<file path="config.mk">
export PLATFORM = sky130hd
export DESIGN_NAME = rgb2gray_stream
export DESIGN_NICKNAME = d
export VERILOG_FILES = /design/src/rtl/rgb2gray_stream.sv
export SDC_FILE = /design/constraint.sdc
export NUM_CORES = 1
export LEC_CHECK = 0
export BUFFER_PORTS_ARGS = -buffer_cell sky130_fd_sc_hd__buf_2
export CAP_MARGIN = 20
export CORE_MARGIN = 3
export CORE_UTILIZATION = 60
export DETAILED_ROUTE_END_ITERATION = 10
export GPL_TIMING_DRIVEN = 0
export PLACE_DENSITY = 0.82
export SLEW_MARGIN = 20
export SYNTH_ARGS = -nofsm -noshare
export SYNTH_HDL_FRONTEND = slang
export SYNTH_SLANG_ARGS = --single-unit
</file>
<file path="constraint.sdc">
create_clock -name I_clk -period 7.52 [get_ports I_clk]
set_input_delay 0.376 -clock I_clk [delete_from_list [all_inputs] [get_ports I_clk]]
set_output_delay 0.376 -clock I_clk [all_outputs]
set_load 0.01 [all_outputs]
</file>
<file path="src/rtl/rgb2gray_stream.sv">
// Purpose : streaming RGB565/RGB888 to 8-bit gray converter. Four modes: weighted, average, max channel, green bypass.
// Latency : 3 cycles from an accepted beat to O_pixel_data_valid when the pipeline is not stalled.
// Backpr. : every stage holds its beat until the next stage frees up, so a beat is never dropped or duplicated.
//           O_ready is low only while all three stages are full and I_out_ready is low (and during reset).
// Ports   : I_clk / I_reset_p            clock, asynchronous active-high reset
//           I_pixel_data_valid/O_ready   input handshake. I_pixel_data_RGB carries the pixel, I_sof/I_eol the sideband.
//           I_mode, I_coef_r/g/b         settings, sampled only on an accepted start-of-frame beat
//           O_pixel_data_valid/I_out_ready  output handshake
//           O_pixel_data_Gray, O_pixel_data_Gray_rgb565, O_sof, O_eol  output beat
module rgb2gray_stream #(
   parameter int IN_FMT = 1,
   parameter int COEF_W = 8,
   parameter int DEF_R  = 76,
   parameter int DEF_G  = 150,
   parameter int DEF_B  = 30
) (
   input  logic              I_clk,
   input  logic              I_reset_p,
   input  logic              I_pixel_data_valid,
   output logic              O_ready,
   input  logic [23:0]       I_pixel_data_RGB,
   input  logic              I_sof,
   input  logic              I_eol,
   input  logic [1:0]        I_mode,
   input  logic [COEF_W-1:0] I_coef_r,
   input  logic [COEF_W-1:0] I_coef_g,
   input  logic [COEF_W-1:0] I_coef_b,
   output logic              O_pixel_data_valid,
   input  logic              I_out_ready,
   output logic [7:0]        O_pixel_data_Gray,
   output logic [15:0]       O_pixel_data_Gray_rgb565,
   output logic              O_sof,
   output logic              O_eol
);

   localparam int PW = 8 + COEF_W;    // one channel*coefficient product
   localparam int SW = 10 + COEF_W;   // sum of three products plus the rounding term
   localparam logic [SW-1:0] HALF = SW'(1) << (COEF_W - 1);

   typedef struct packed {
      logic [7:0]        r;
      logic [7:0]        g;
      logic [7:0]        b;
      logic [1:0]        mode;
      logic [COEF_W-1:0] cr;
      logic [COEF_W-1:0] cg;
      logic [COEF_W-1:0] cb;
      logic              sof;
      logic              eol;
   } s1_t;

   typedef struct packed {
      logic [PW-1:0] pr;
      logic [PW-1:0] pg;
      logic [PW-1:0] pb;
      logic [16:0]   avg_p;   // (R+G+B)*171, at most 130815
      logic [7:0]    alt;     // max channel or green, by mode
      logic [1:0]    mode;
      logic          sof;
      logic          eol;
   } s2_t;

   logic              v1, v2, v3;
   logic              en1, en2, en3;
   logic              accept;
   s1_t               s1_d, s1_q;
   s2_t               s2_d, s2_q;
   logic [7:0]        gray_d, gray_q;
   logic              sof_q, eol_q;
   logic [1:0]        mode_sh;
   logic [COEF_W-1:0] cr_sh, cg_sh, cb_sh;
   logic [SW-1:0]     wsum, wsh;

   // A stage may load when it is empty or when its own content moves on in the same cycle.
   assign en3    = ~v3 | I_out_ready;
   assign en2    = ~v2 | en3;
   assign en1    = ~v1 | en2;
   assign O_ready = en1 & ~I_reset_p;
   assign accept  = I_pixel_data_valid & O_ready;

   // ---------------- S1: unpack and register ----------------
   always_comb begin
      s1_d = '0;
      if (IN_FMT == 0) begin
         // MSB replication keeps full-scale 565 values at 255
         s1_d.r = {I_pixel_data_RGB[15:11], I_pixel_data_RGB[15:13]};
         s1_d.g = {I_pixel_data_RGB[10:5],  I_pixel_data_RGB[10:9]};
         s1_d.b = {I_pixel_data_RGB[4:0],   I_pixel_data_RGB[4:2]};
      end else begin
         s1_d.r = I_pixel_data_RGB[23:16];
         s1_d.g = I_pixel_data_RGB[15:8];
         s1_d.b = I_pixel_data_RGB[7:0];
      end
      // An SOF beat already uses the settings it brings in.
      s1_d.mode = I_sof ? I_mode   : mode_sh;
      s1_d.cr   = I_sof ? I_coef_r : cr_sh;
      s1_d.cg   = I_sof ? I_coef_g : cg_sh;
      s1_d.cb   = I_sof ? I_coef_b : cb_sh;
      s1_d.sof  = I_sof;
      s1_d.eol  = I_eol;
   end

   always_ff @(posedge I_clk or posedge I_reset_p) begin
      if (I_reset_p) begin
         v1      <= 1'b0;
         s1_q    <= '0;
         mode_sh <= 2'd0;
         cr_sh   <= COEF_W'(DEF_R);
         cg_sh   <= COEF_W'(DEF_G);
         cb_sh   <= COEF_W'(DEF_B);
      end else begin
         if (en1) begin
            v1 <= I_pixel_data_valid;
            if (I_pixel_data_valid) s1_q <= s1_d;
         end
         if (accept && I_sof) begin
            mode_sh <= I_mode;
            cr_sh   <= I_coef_r;
            cg_sh   <= I_coef_g;
            cb_sh   <= I_coef_b;
         end
      end
   end

   // ---------------- S2: multiply / select ----------------
   always_comb begin
      s2_d       = '0;
      s2_d.pr    = PW'(s1_q.r) * PW'(s1_q.cr);
      s2_d.pg    = PW'(s1_q.g) * PW'(s1_q.cg);
      s2_d.pb    = PW'(s1_q.b) * PW'(s1_q.cb);
      s2_d.avg_p = 17'(10'(s1_q.r) + 10'(s1_q.g) + 10'(s1_q.b)) * 17'd171;
      if (s1_q.mode == 2'd2) begin
         s2_d.alt = s1_q.r;
         if (s1_q.g > s2_d.alt) s2_d.alt = s1_q.g;
         if (s1_q.b > s2_d.alt) s2_d.alt = s1_q.b;
      end else begin
         s2_d.alt = s1_q.g;
      end
      s2_d.mode = s1_q.mode;
      s2_d.sof  = s1_q.sof;
      s2_d.eol  = s1_q.eol;
   end

   always_ff @(posedge I_clk or posedge I_reset_p) begin
      if (I_reset_p) begin
         v2   <= 1'b0;
         s2_q <= '0;
      end else if (en2) begin
         v2 <= v1;
         if (v1) s2_q <= s2_d;
      end
   end

   // ---------------- S3: sum / round / saturate ----------------
   assign wsum = SW'(s2_q.pr) + SW'(s2_q.pg) + SW'(s2_q.pb) + HALF;
   assign wsh  = wsum >> COEF_W;

   always_comb begin
      gray_d = s2_q.alt;
      case (s2_q.mode)
         2'd0:    gray_d = (wsh > SW'(255)) ? 8'hFF : wsh[7:0];
         2'd1:    gray_d = 8'((s2_q.avg_p + 17'd256) >> 9);
         default: gray_d = s2_q.alt;
      endcase
   end

   always_ff @(posedge I_clk or posedge I_reset_p) begin
      if (I_reset_p) begin
         v3     <= 1'b0;
         gray_q <= 8'd0;
         sof_q  <= 1'b0;
         eol_q  <= 1'b0;
      end else if (en3) begin
         v3 <= v2;
         if (v2) begin
            gray_q <= gray_d;
            sof_q  <= s2_q.sof;
            eol_q  <= s2_q.eol;
         end
      end
   end

   assign O_pixel_data_valid       = v3;
   assign O_pixel_data_Gray        = gray_q;
   assign O_pixel_data_Gray_rgb565 = {gray_q[7:3], gray_q[7:2], gray_q[7:3]};
   assign O_sof                    = sof_q;
   assign O_eol                    = eol_q;

endmodule
</file>
# Yosys cells after proc, flatten, opt, wreduce, memory -nomap -nowiden
# Index checks and enable logic that the tools add are counted.
[word_totals] word_cells=66 output_inout_bits=28 regBits=168
[op_classes] reduce_logical=5 n_eq_ne=2 addsub=6 n_lt_le_gt_ge=3 mul=4 bitwise=9 mux=10
[op_table] op="2-to-1 mux 8 bit" n=8
[op_table] op="multiplier 8 x 8 -> 16 bit" n=3
[op_table] op="adder 17 x 16 -> 18 bit" n=1
[op_table] op="adder 18 x 8 -> 18 bit, second input constant" n=1
[op_table] op="adder 16 x 16 -> 17 bit" n=1
[op_table] op="adder 17 x 9 -> 17 bit, second input constant" n=1
[op_table] op="multiplier 10 x 8 -> 17 bit, second input constant" n=1
[op_table] op="greater-than comparator 8 bit" n=2
[op_table] op="case mux 8 bit (2 select lines)" n=1
[op_table] op="adder 9 x 8 -> 10 bit" n=1
[op_table] op="greater-than comparator 10 x 8 -> 1 bit, second input constant" n=1
[op_table] op="adder 8 x 8 -> 9 bit" n=1
[op_table] op="AND reduction 2 bit" n=3
[op_table] op="NOT 1 bit" n=4
[op_table] op="OR 1 bit" n=3
[op_table] op="AND 1 bit" n=2
[op_table] op="equality test 2 x 1 -> 1 bit, second input constant" n=1
[op_table] op="equality test 2 bit, second input constant" n=1
[op_table] op="zero test 2 bit" n=1
[op_table] op="2-to-1 mux 2 bit" n=1
[op_table] op="logical AND 1 bit" n=1

# Depth between registers and ports, before layout
# Gate-level depths: netlist of run 1.
[logic_depth] word_depth=7 mapped_depth=26 depth_no_buf=25

# Least setup slack after synthesis of run 1
# No wires, ideal clock.
[synth_timing] kind="register -> register" from="register s1_q[29] (netlist name)" to="register s2_q[27] (netlist name)" stages_incl_launch_ff=25 arrival_time_ps=5746 setup_ps=133 n_path_buf=1 synth_period_minus_slack_ps=5880 setup_slack_ps=1640 path_cell_list="dfrtp_1 clkbuf_1 inv_1 fa_1 inv_1 ha_1 fa_1 a21oi_1 o21ai_0 xor2_1 ha_1 ha_1 xor2_1 fa_1 inv_1 fa_1 inv_1 ha_1 and3_1 a21oi_1 a31oi_1 a21o_1 a21oi_1 xor2_1 o21ai_0"
[synth_via] elab_chain_len=2
[synth_lines] item="from (decl)" line_no="66" text="s1_t s1_d, s1_q;"
[synth_lines] item="from (signal assigned)" line_no="106" text="s1_q <= '0;"
[synth_lines] item="from (signal assigned)" line_no="114" text="if (I_pixel_data_valid) s1_q <= s1_d;"
[synth_lines] item="adder 9 x 8 -> 10 bit" line_no="131" text="s2_d.avg_p = 17'(10'(s1_q.r) + 10'(s1_q.g) + 10'(s1_q.b)) * 17'd171;"
[synth_lines] item="multiplier 10 x 8 -> 17 bit" line_no="131"
[synth_lines] item="to (signal assigned)" line_no="147" text="s2_q <= '0;"
[synth_lines] item="to (signal assigned)" line_no="150" text="if (v1) s2_q <= s2_d;"
[synth_lines] item="to (decl)" line_no="67" text="s2_t s2_d, s2_q;"
# Every way passes these cells.
# A chain may end at the register's enable or synchronous reset.

# Worst setup path in the final report of run 1
[layout_timing] from="register s1_q[45] (netlist name)" to="register s2_q[27] (netlist name)"
[layout_via] elab_chain_len=3
[layout_lines] item="adder 8 x 8 -> 9 bit" line_no="131"
[layout_lines] item="adder 9 x 8 -> 10 bit" line_no="131"
[layout_lines] item="multiplier 10 x 8 -> 17 bit" line_no="131"
# Every way passes these cells.

==> qor.yml, run 1 <==
synth_flop_cell: "dfrtp_1"
most-common-layout-cells: "inv_1, nand2_1, ha_1"
timing.setup.tns_ns: 0
hpwl_um: 30700
clock_path_buffers: 2
cp_max_fo: 10
critical_path.endpoint: "s2_q[27]"
reg2reg_from: "s1_q[45]"
num-nets-final: 2264
dieArea_sq_um: 29300
num_rows: 59
period_minus_slack_ns: 6.73
grt_max_degree: 111
port_buffers: 82
yosysSeqAreaShare: 0.245
timing.rr.end: "s2_q[27]"
regArea_sq_um: 4020
status: "complete, no violations"
layout-drive-gt1-share: 0.116
crit_path_max_incr_delay_ns: 0.56
rr_worst_depth: 24
insertion_delay_ns: 0.45
drt-pass1-iter-count: 6
cts_tree: "done"
rsz0062_at_grt: "false"
synth_edf_count: 0
core_area_sq_um: 26400
finClkSkew_ns: 0.0208
hold_class: "in2reg"
area_growth_pct: 9.22
root_buffer: "clkbuf_16"
critical_path.top_delay_family: "adder cells"
final_hold_viol_count: 0
path_depth: 24
yosysUniqueCellTypes: 70
fp.dieH_um: 171
gp_congestion: 0.903
clkTransAtPathRegs_ns: 0.08
antennaDiodeCount: 0
syn_area_sq_um: 16400
synth_seq_cells: 160
finalWirelength_um: 38700
viasPerCell: 5.69
via_count: 12539
reg2reg_setup_slack_ns: 0.79
cts_resized: 0
fin_util: 0.677
drtIter0Drc: 965
arrival_ns: 7.04
cp-startpoint: "s1_q[45]"
fmax_mhz: 149
maxCapViolations: 0
layout_commonest_cell: "inv_1"
slowest_stage: "fa_1"
worstSetupPathType: "reg2reg"
cts_setup_buffers: 0
synth_cells: 1753
synth_nets: 2161
cts.sinks: 160
antenna_found_initial: 0
initial_core_util: 0.620
fill_cells: 1959
critPathCaptureType: "flop"
pin_count: 84
hold_depth: 2
synth.avg_cell_area_sq_um: 9.35
ant_nets: 0
path_buf_inv: 5
fin_crit_sh: 0.895
crit_chain: "clkbuf_1 > inv_1 > fa_1 > inv_1 > ha_1 > fa_1 > a21oi_1 > o21ai_0 > xor2_1 > ha_1 > ha_1 > xor2_1 > fa_1 > inv_1 > fa_1 > inv_1 > ha_1 > and3_1 > a21oi_1 > a31oi_1 > a21o_1 > a21oi_1 > xor2_1 > o21ai_0"
htreeDepth: 4
drc: 0
overflow: 0
numCtsBuffers: 17
drv_slew: 0
worst_ep_required_time_ns: 7.83
tightestPinTransition_ns: 0.824
setup_viol: 0
grt_pass1_vias: 12750
grt_pass1_wl_um: 63900
grt_usage: 0.276
yosysWarnings: 0
max-slew-margin-rel: 0.446
multiInputGateArea_sq_um: 10900
wire_per_inst_um: 17.5
cp-start-kind: "flop"
ys_async_sr_fraction: 1.00
die_w_um: 171
## timing repair
action,in CTS,in global routing
setup endpoints to repair,0,0
hold buffers,1,0
hold endpoints to repair,39,0
## cell type report
cell class / instances / area share
Buffer: 88 / 0.0235
Timing Repair Buffer: 84 / 0.0250
Clock inverter: 15 / 0.0117
Multi-Input combinational cell: 1238 / 0.612
Clock buffer: 17 / 0.0238
Inverter: 267 / 0.0564
Sequential cell: 160 / 0.224
Tap cell: 335 / 0.0234
## how the worst min path moves through the flow
stage | start | end | slack, ns
after CTS | I_pixel_data_RGB[6] | s1_q[34] | 0.15
after floorplan | s1_q[0] | s2_q[0] | 0.43
final | I_pixel_data_RGB[6] | s1_q[34] | 0.16
after detailed placement | I_reset_p | mode_sh[0] | 0.42
after global placement | s1_q[1] | s2_q[1] | 0.44
after global routing | I_pixel_data_RGB[6] | s1_q[34] | 0.15
## worst register-to-register path, stage by stage (launching register included)
cell and delay, ns:
dfrtp_1 0.36, clkbuf_1 0.46, inv_1 0.20, fa_1 0.56, inv_1 0.06, ha_1 0.22
fa_1 0.43, a21oi_1 0.23, o21ai_0 0.18, xor2_1 0.39, ha_1 0.31, ha_1 0.33
xor2_1 0.19, fa_1 0.55, inv_1 0.06, fa_1 0.53, inv_1 0.04, ha_1 0.34
and3_1 0.19, a21oi_1 0.17, a31oi_1 0.17, a21o_1 0.23, a21oi_1 0.18, xor2_1 0.16
o21ai_0 0.08
## cells by family after synthesis
logic type	share of synthesized area
buffers and inverters	0.0868
muxes	0.0586
adders and majority gates	0.336
and+or+nand+nor	0.146
xor gates and xnor gates	0.0379
AOI/OAI and AO/OA	0.0896
DFF	0.245
## metrics by stage
| step | instance area [sq um] | instances | hold WS [ns] | setup slack (ns) |
|---|---|---|---|---|
| global placement | 17200 | 2170 | 0.444 | 0.128 |
| detailed placement | 17300 | 2171 | 0.416 | 0.806 |
| CTS | 17900 | 2204 | 0.154 | 0.781 |
| global route | 17900 | 2204 | 0.150 | 0.416 |
| finish | 17900 | 2204 | 0.161 | 0.788 |
| floorplan | 16400 | 1753 | 0.433 | 1.64 |
## sequential cells by signal, indices dropped and copies added, names as in the netlist
name / cells
O_eol: 1
O_pixel_data_Gray: 8
O_pixel_data_valid: 1
O_sof: 1
cb_sh: 8
cg_sh: 8
cr_sh: 8
mode_sh: 2
s1_q: 52
s2_q: 69
v1: 1
v2: 1
## routing by layer
metal | track usage | routed length (um) | vias up
met3 | 0.0588 | 2920 | 77
met4 | 0.0987 | 1320 | 0
met5 | 0 | 0 | -
li1 | - | - | 5886
met1 | 0.372 | 16400 | 6111
met2 | 0.445 | 18000 | 465
## synthesized netlist by cell type, types with 3 or more instances
cell,n,area share
a211o_1,6,0.0032
a21o_1,11,0.0050
a21oi_1,36,0.011
a221oi_1,12,0.0064
a31oi_1,5,0.0019
and2_1,118,0.045
and3_1,7,0.0027
buf_1,8,0.0018
buf_4,16,0.0073
clkbuf_1,60,0.014
dfrtp_1,149,0.23
dfstp_2,11,0.018
fa_1,147,0.18
ha_1,205,0.16
inv_1,267,0.061
mux2_2,55,0.038
mux2i_1,34,0.021
nand2_1,235,0.054
nand2b_1,16,0.0061
nand3_1,26,0.0079
nand4_1,8,0.0031
nor2_1,45,0.010
nor2b_1,12,0.0046
nor3_1,17,0.0052
o21a_1,5,0.0023
o21ai_0,95,0.029
o21bai_1,7,0.0032
o22ai_1,9,0.0034
o31ai_1,4,0.0018
o41a_1,3,0.0021
or2_2,5,0.0019
or3_1,3,0.0011
xnor2_1,39,0.021
xor2_1,32,0.017
Power of run 1 is not shown: default switching activity piles up to over one toggle a cycle in this logic, so the estimate is an artifact.
==> run 2, diff against run 1 <==
Settings changed: MAX_ROUTING_LAYER set to met4.
==> run 2 against run 1 <==
Against the previous run: via count up 0.25%; worst hold slack better by 0.0087 ns; global-route usage up 1.3 points; cell area about the same.
==> qor.yml, run 2 (synthesis gave the netlist of run 1 again) <==
final_hold_viol_count: 0  # unchanged
grt_pass1_wl_um: 65000  # +1.8%
initial_core_util: 0.620  # unchanged
arrival_ns: 7.13  # +0.09 ns
top_register: "s2_q"
pin_count: 84  # unchanged
cts_setup_buffers: 0  # unchanged
dieArea_sq_um: 29300  # unchanged
status: "complete, no violations"
die_w_um: 171  # unchanged
largest_reg_flops: 69  # unchanged
worst_ep_required_time_ns: 7.82  # about the same
fp.dieH_um: 171  # unchanged
gp_congestion: 0.943  # +4.5%
pre_cts_slack_ns: 0.771  # -0.0356 ns
clkTransAtPathRegs_ns: 0.08  # about the same
drtIter0Drc: 1002  # +3.8%
antenna_found_initial: 1  # +1
grt_pass1_vias: 13246  # +3.9%
most-common-layout-cells: "inv_1, nand2_1, ha_1"
finalWirelength_um: 39000  # +0.91%
rr_worst_depth: 24  # unchanged
hold_depth: 2  # unchanged
worstSetupPathType: "reg2reg"
finClkSkew_ns: 0.0203  # -0.000492 ns
drc: 0  # unchanged
layout-drive-gt1-share: 0.116  # unchanged
via_count: 12570  # +0.25%
drv_slew: 0  # unchanged
period_minus_slack_ns: 6.83  # +0.0960 ns
num_rows: 59  # unchanged
htreeDepth: 4  # unchanged
grt_max_degree: 94  # -15%
overflow: 0  # unchanged
max-slew-margin-rel: 0.491  # +0.0444
rsz0062_at_grt: "false"
area_growth_pct: 9.18  # about the same
layout_commonest_cell: "inv_1"
num-nets-final: 2264  # unchanged
hpwl_um: 31800  # +3.5%
cts.sinks: 160  # unchanged
numCtsBuffers: 17  # unchanged
wire_per_inst_um: 17.7  # +0.86%
setup_ws_ns: 0.692  # -0.0960 ns
critPathCaptureType: "flop"
drt-pass1-iter-count: 6  # unchanged
hold_class: "in2reg"
insertion_delay_ns: 0.44  # about the same
maxCapViolations: 0  # unchanged
setup_viol: 0  # unchanged
core_area_sq_um: 26400  # unchanged
root_buffer: "clkbuf_16"
tightestPinTransition_ns: 0.764  # -0.0607 ns
fmax_mhz: 146  # -1.4%
cp-start-kind: "flop"
cts_tree: "done"
timing.setup.tns_ns: 0  # unchanged
cp_max_fo: 10  # unchanged
cts_resized: 0  # unchanged
clock_path_buffers: 2  # unchanged
top_regs: "s2_q x69, s1_q x52"
grt_usage: 0.288  # +0.0126
fin_crit_sh: 0.908  # +0.0128
port_buffers: 82  # unchanged
viasPerCell: 5.70  # +0.20%
ant_nets: 0  # unchanged
-- run 2: changes by cell type in the layout (fill, tap and decap cells not counted) --
cell,change
inv_12,+1
bufinv_16,-1
inv_8,-1
diode_2,+1
clkinv_8,+1
-- run 2: final cells by class --
| class | count | area [sq um] |
|---|---|---|
| buffer | 88 | 420 |
| inverter | 267 | 1010 |
| timing repair buffer | 84 | 448 |
| clock inverter | 15 | 201 |
| clock buffer | 17 | 425 |
| sequential | 160 | 4020 |
| multi-input combinational | 1238 | 10900 |
| antenna | 1 | 2.50 |
| fill | 1999 | 8540 |
| tap | 335 | 419 |
-- run 2: critical path, cell delays in order, from the launching register on --
cell,delay (ns)
dfrtp_1,0.45
clkbuf_1,0.44
inv_1,0.13
fa_1,0.60
inv_1,0.07
ha_1,0.22
fa_1,0.43
a21oi_1,0.24
o21ai_0,0.19
xor2_1,0.39
ha_1,0.31
ha_1,0.33
xor2_1,0.19
fa_1,0.55
inv_1,0.06
fa_1,0.53
inv_1,0.05
ha_1,0.34
and3_1,0.19
a21oi_1,0.16
a31oi_1,0.18
a21o_1,0.24
a21oi_1,0.18
xor2_1,0.15
o21ai_0,0.09
-- run 2: worst paths after layout --
check                      slack [ns]           startpoint       end
max in group asynchronous        6.18            I_reset_p  s2_q[55]
max                              0.69             s1_q[37]  s2_q[27]
min reg2reg                      0.47              s1_q[0]   s2_q[0]
max reg2reg                      0.69             s1_q[37]  s2_q[27]
min                              0.17  I_pixel_data_RGB[0]  s1_q[28]
min in group asynchronous        0.53            I_reset_p  cb_sh[0]
-- run 2: metal layers --
metal / wire length [um] / track usage / share of wire
met1: 16600 / 0.369 / 0.43
met2: 18200 / 0.460 / 0.47
met3: 2610 / 0.0519 / 0.067
met4: 1560 / 0.111 / 0.040
met5: 0 / - / 0
-- run 2: metrics by stage --
stage	instances	area [sq um]	hold WS, ns	util
floorplan	1753	16400	0.433	-
global placement	2170	17200	0.447	0.651
detailed placement	2171	17300	0.453	0.653
CTS	2204	17900	0.161	0.677
global route	2205	17900	0.173	0.677
finish	2205	17900	0.169	0.677
-- run 2: repair_timing --
action                                  in CTS  in global routing
endpoints found under the hold margin       36                  0
endpoints found under the setup margin       0                  0
hold buffers                                 1                  0
Power of run 2 is left out for the same reason.
==> run 3, diff against run 2 <==
Settings changed: CORE_ASPECT_RATIO set to 0.75, HOLD_SLACK_MARGIN set to 0.1, MAX_ROUTING_LAYER met4 to not set.
==> run 3 against run 2 <==
Against the previous run: die area barely moved; clock skew fell by 0.0029 ns; global-route usage fell by 0.69 points; first-iteration DRC count rose by 5.3%; sequential share of layout area barely moved; non-clock buffer count did not move; maximum frequency rose by 2.0%; critical path depth did not move; worst hold slack improved by 0.013 ns; sequential cell count did not move; cell area fell by 0.14%; register-to-register slack improved by 0.13 ns; critical path type unchanged.
==> qor.yml, run 3 (synthesis gave the netlist of run 1 again) <==
timing.setup.tns_ns: 0  # unchanged
critPathCaptureType: "flop"
gp_congestion: 0.934  # -0.96%
clkTransAtPathRegs_ns: 0.07  # about the same
hold_class: "in2reg"
rr_worst_depth: 24  # unchanged
cp_max_fo: 10  # unchanged
largest_reg_flops: 69  # unchanged
cts.sinks: 160  # unchanged
period_minus_slack_ns: 6.69  # -0.134 ns
fill_cells: 2044  # +2.3%
min_from: "I_pixel_data_valid"
finalWirelength_um: 40300  # +3.3%
fp.dieH_um: 149  # -13%
hold_depth: 2  # unchanged
setup_viol: 0  # unchanged
cp-start-kind: "flop"
num-nets-final: 2264  # unchanged
min_delay_worst_endpoint: "v1"
grt_pass1_wl_um: 65200  # +0.21%
place_inst: 2180  # +0.41%
layoutNonFillerInstCount: 2213  # +0.36%
pin_count: 84  # unchanged
status: "complete, no violations"
timing.rr.end: "s2_q[27]"
ant_nets: 0  # unchanged
grt_max_degree: 93  # -1.1%
tightestPinTransition_ns: 0.788  # +0.0245 ns
top_regs: "s2_q x69, s1_q x52"
overflow: 0  # unchanged
cts_tree: "done"
wire_per_inst_um: 18.2  # +2.9%
design_area_sq_um: 17900  # -0.14%
layout_commonest_cell: "inv_1"
port_buffers: 82  # unchanged
reg2reg_from: "s1_q[37]"
crit_path_max_incr_delay_ns: 0.55  # -0.05 ns
fin_util: 0.676  # -0.000691
most-common-layout-cells: "inv_1, nand2_1, ha_1"
drv_slew: 0  # unchanged
htreeDepth: 4  # unchanged
hold_buffers: 1  # unchanged
drc: 0  # unchanged
root_buffer: "clkbuf_16"
top_register: "s2_q"
grt_pass1_vias: 12735  # -3.9%
highest_layer: "met4"
hpwl_um: 32300  # +1.6%
dieArea_sq_um: 29400  # about the same
initial_core_util: 0.620  # about the same
fmax_mhz: 149  # +2.0%
layout-drive-gt1-share: 0.114  # -0.00107
antenna_found_initial: 0  # -1
antennaDiodeCount: 0  # -1
viasPerCell: 5.77  # +1.2%
insertion_delay_ns: 0.44  # about the same
finClkSkew_ns: 0.0174  # -0.00289 ns
drtIter0Drc: 1055  # +5.3%
num_rows: 51  # -14%
area_growth_pct: 9.03
maxCapViolations: 0  # unchanged
arrival_ns: 6.99  # -0.14 ns
die_w_um: 197  # +15%
reg2reg_setup_slack_ns: 0.83  # +0.13 ns
final_hold_viol_count: 0  # unchanged
via_count: 12767  # +1.6%
max-slew-margin-rel: 0.471  # -0.0201
fin_crit_sh: 0.890  # -0.0178
wl_met3_um: 3950  # +51%
cts_setup_buffers: 0  # unchanged
clock_path_buffers: 2  # unchanged
core_area_sq_um: 26400  # about the same
wl_met2_um: 17800  # -2.3%
cts_resized: 0  # unchanged
drt-pass1-iter-count: 5  # -1
worstSetupPathType: "reg2reg"
wl_met1_um: 17500  # +5.6%
crit_chain: "clkbuf_1 > inv_1 > fa_1 > inv_1 > ha_1 > fa_1 > a21oi_1 > o21ai_0 > xor2_1 > ha_1 > ha_1 > xor2_1 > fa_1 > inv_1 > fa_1 > inv_1 > ha_1 > and3_1 > a21oi_1 > a31oi_1 > a21o_1 > a21oi_1 > xor2_1 > o21ai_0"
worst_ep_required_time_ns: 7.82  # about the same
place_area_sq_um: 17300  # about the same
numCtsBuffers: 17  # unchanged
grt_usage: 0.281  # -0.00690
rsz0062_at_grt: "false"
slowest_stage: "fa_1"
-- run 3: cell count changes in the layout (fill, tap and decap cells not counted), sizes merged --
cell      before  now
clkinvlp       0    2
diode          1    0
clkinv         8    5
clkbuf        78   82
bufinv         0    2
inv          274  269
-- run 3: metal layers --
metal	vias up	track usage
met5	-	0
met4	0	0.0791
met3	78	0.0677
met2	576	0.432
met1	6232	0.402
li1	5881	-
-- run 3: worst max-delay path by stage --
stage / from / end / slack [ns] / cells past startpoint
after floorplan: s1_q[29] / s2_q[27] / 1.64 / 24
after global placement: I_reset_p / cb_sh[5] / -0.04 / 5
after detailed placement: s1_q[29] / s2_q[27] / 0.84 / 24
after CTS: s1_q[29] / s2_q[28] / 0.81 / 24
after global routing: s1_q[37] / s2_q[28] / 0.27 / 24
final: s1_q[37] / s2_q[27] / 0.83 / 24
-- run 3: worst max-delay path: cells and delay by family (launching register included) --
| kind | cells | cell delay (ns) |
|---|---|---|
| fa+ha+maj | 8 | 3.23 |
| compound gates | 7 | 1.32 |
| xor+xnor | 3 | 0.72 |
| buf+inv | 5 | 0.69 |
| flops | 1 | 0.43 |
| simple gates | 1 | 0.18 |
-- run 3: area by class of cell --
class	instances	area, sq um	share of cell area
repair buffers	84	448	0.0251
clock buffers	21	460	0.0258
multi-input cells	1238	10900	0.613
plain buffers	88	420	0.0235
clock inverters	11	133	0.00742
inverters	267	1010	0.0565
flip-flops and latches	160	4020	0.225
well taps	344	430	0.0241
-- run 3: stage by stage --
stage / setup WS, ns / hold slack (ns)
6_report: 0.826 / 0.182
5_1_grt: 0.275 / 0.176
4_1_cts: 0.810 / 0.169
3_5_place_dp: 0.836 / 0.456
3_3_place_gp: -0.0363 / 0.448
2_1_floorplan: 1.64 / 0.433
Power of run 3 is left out for the same reason.
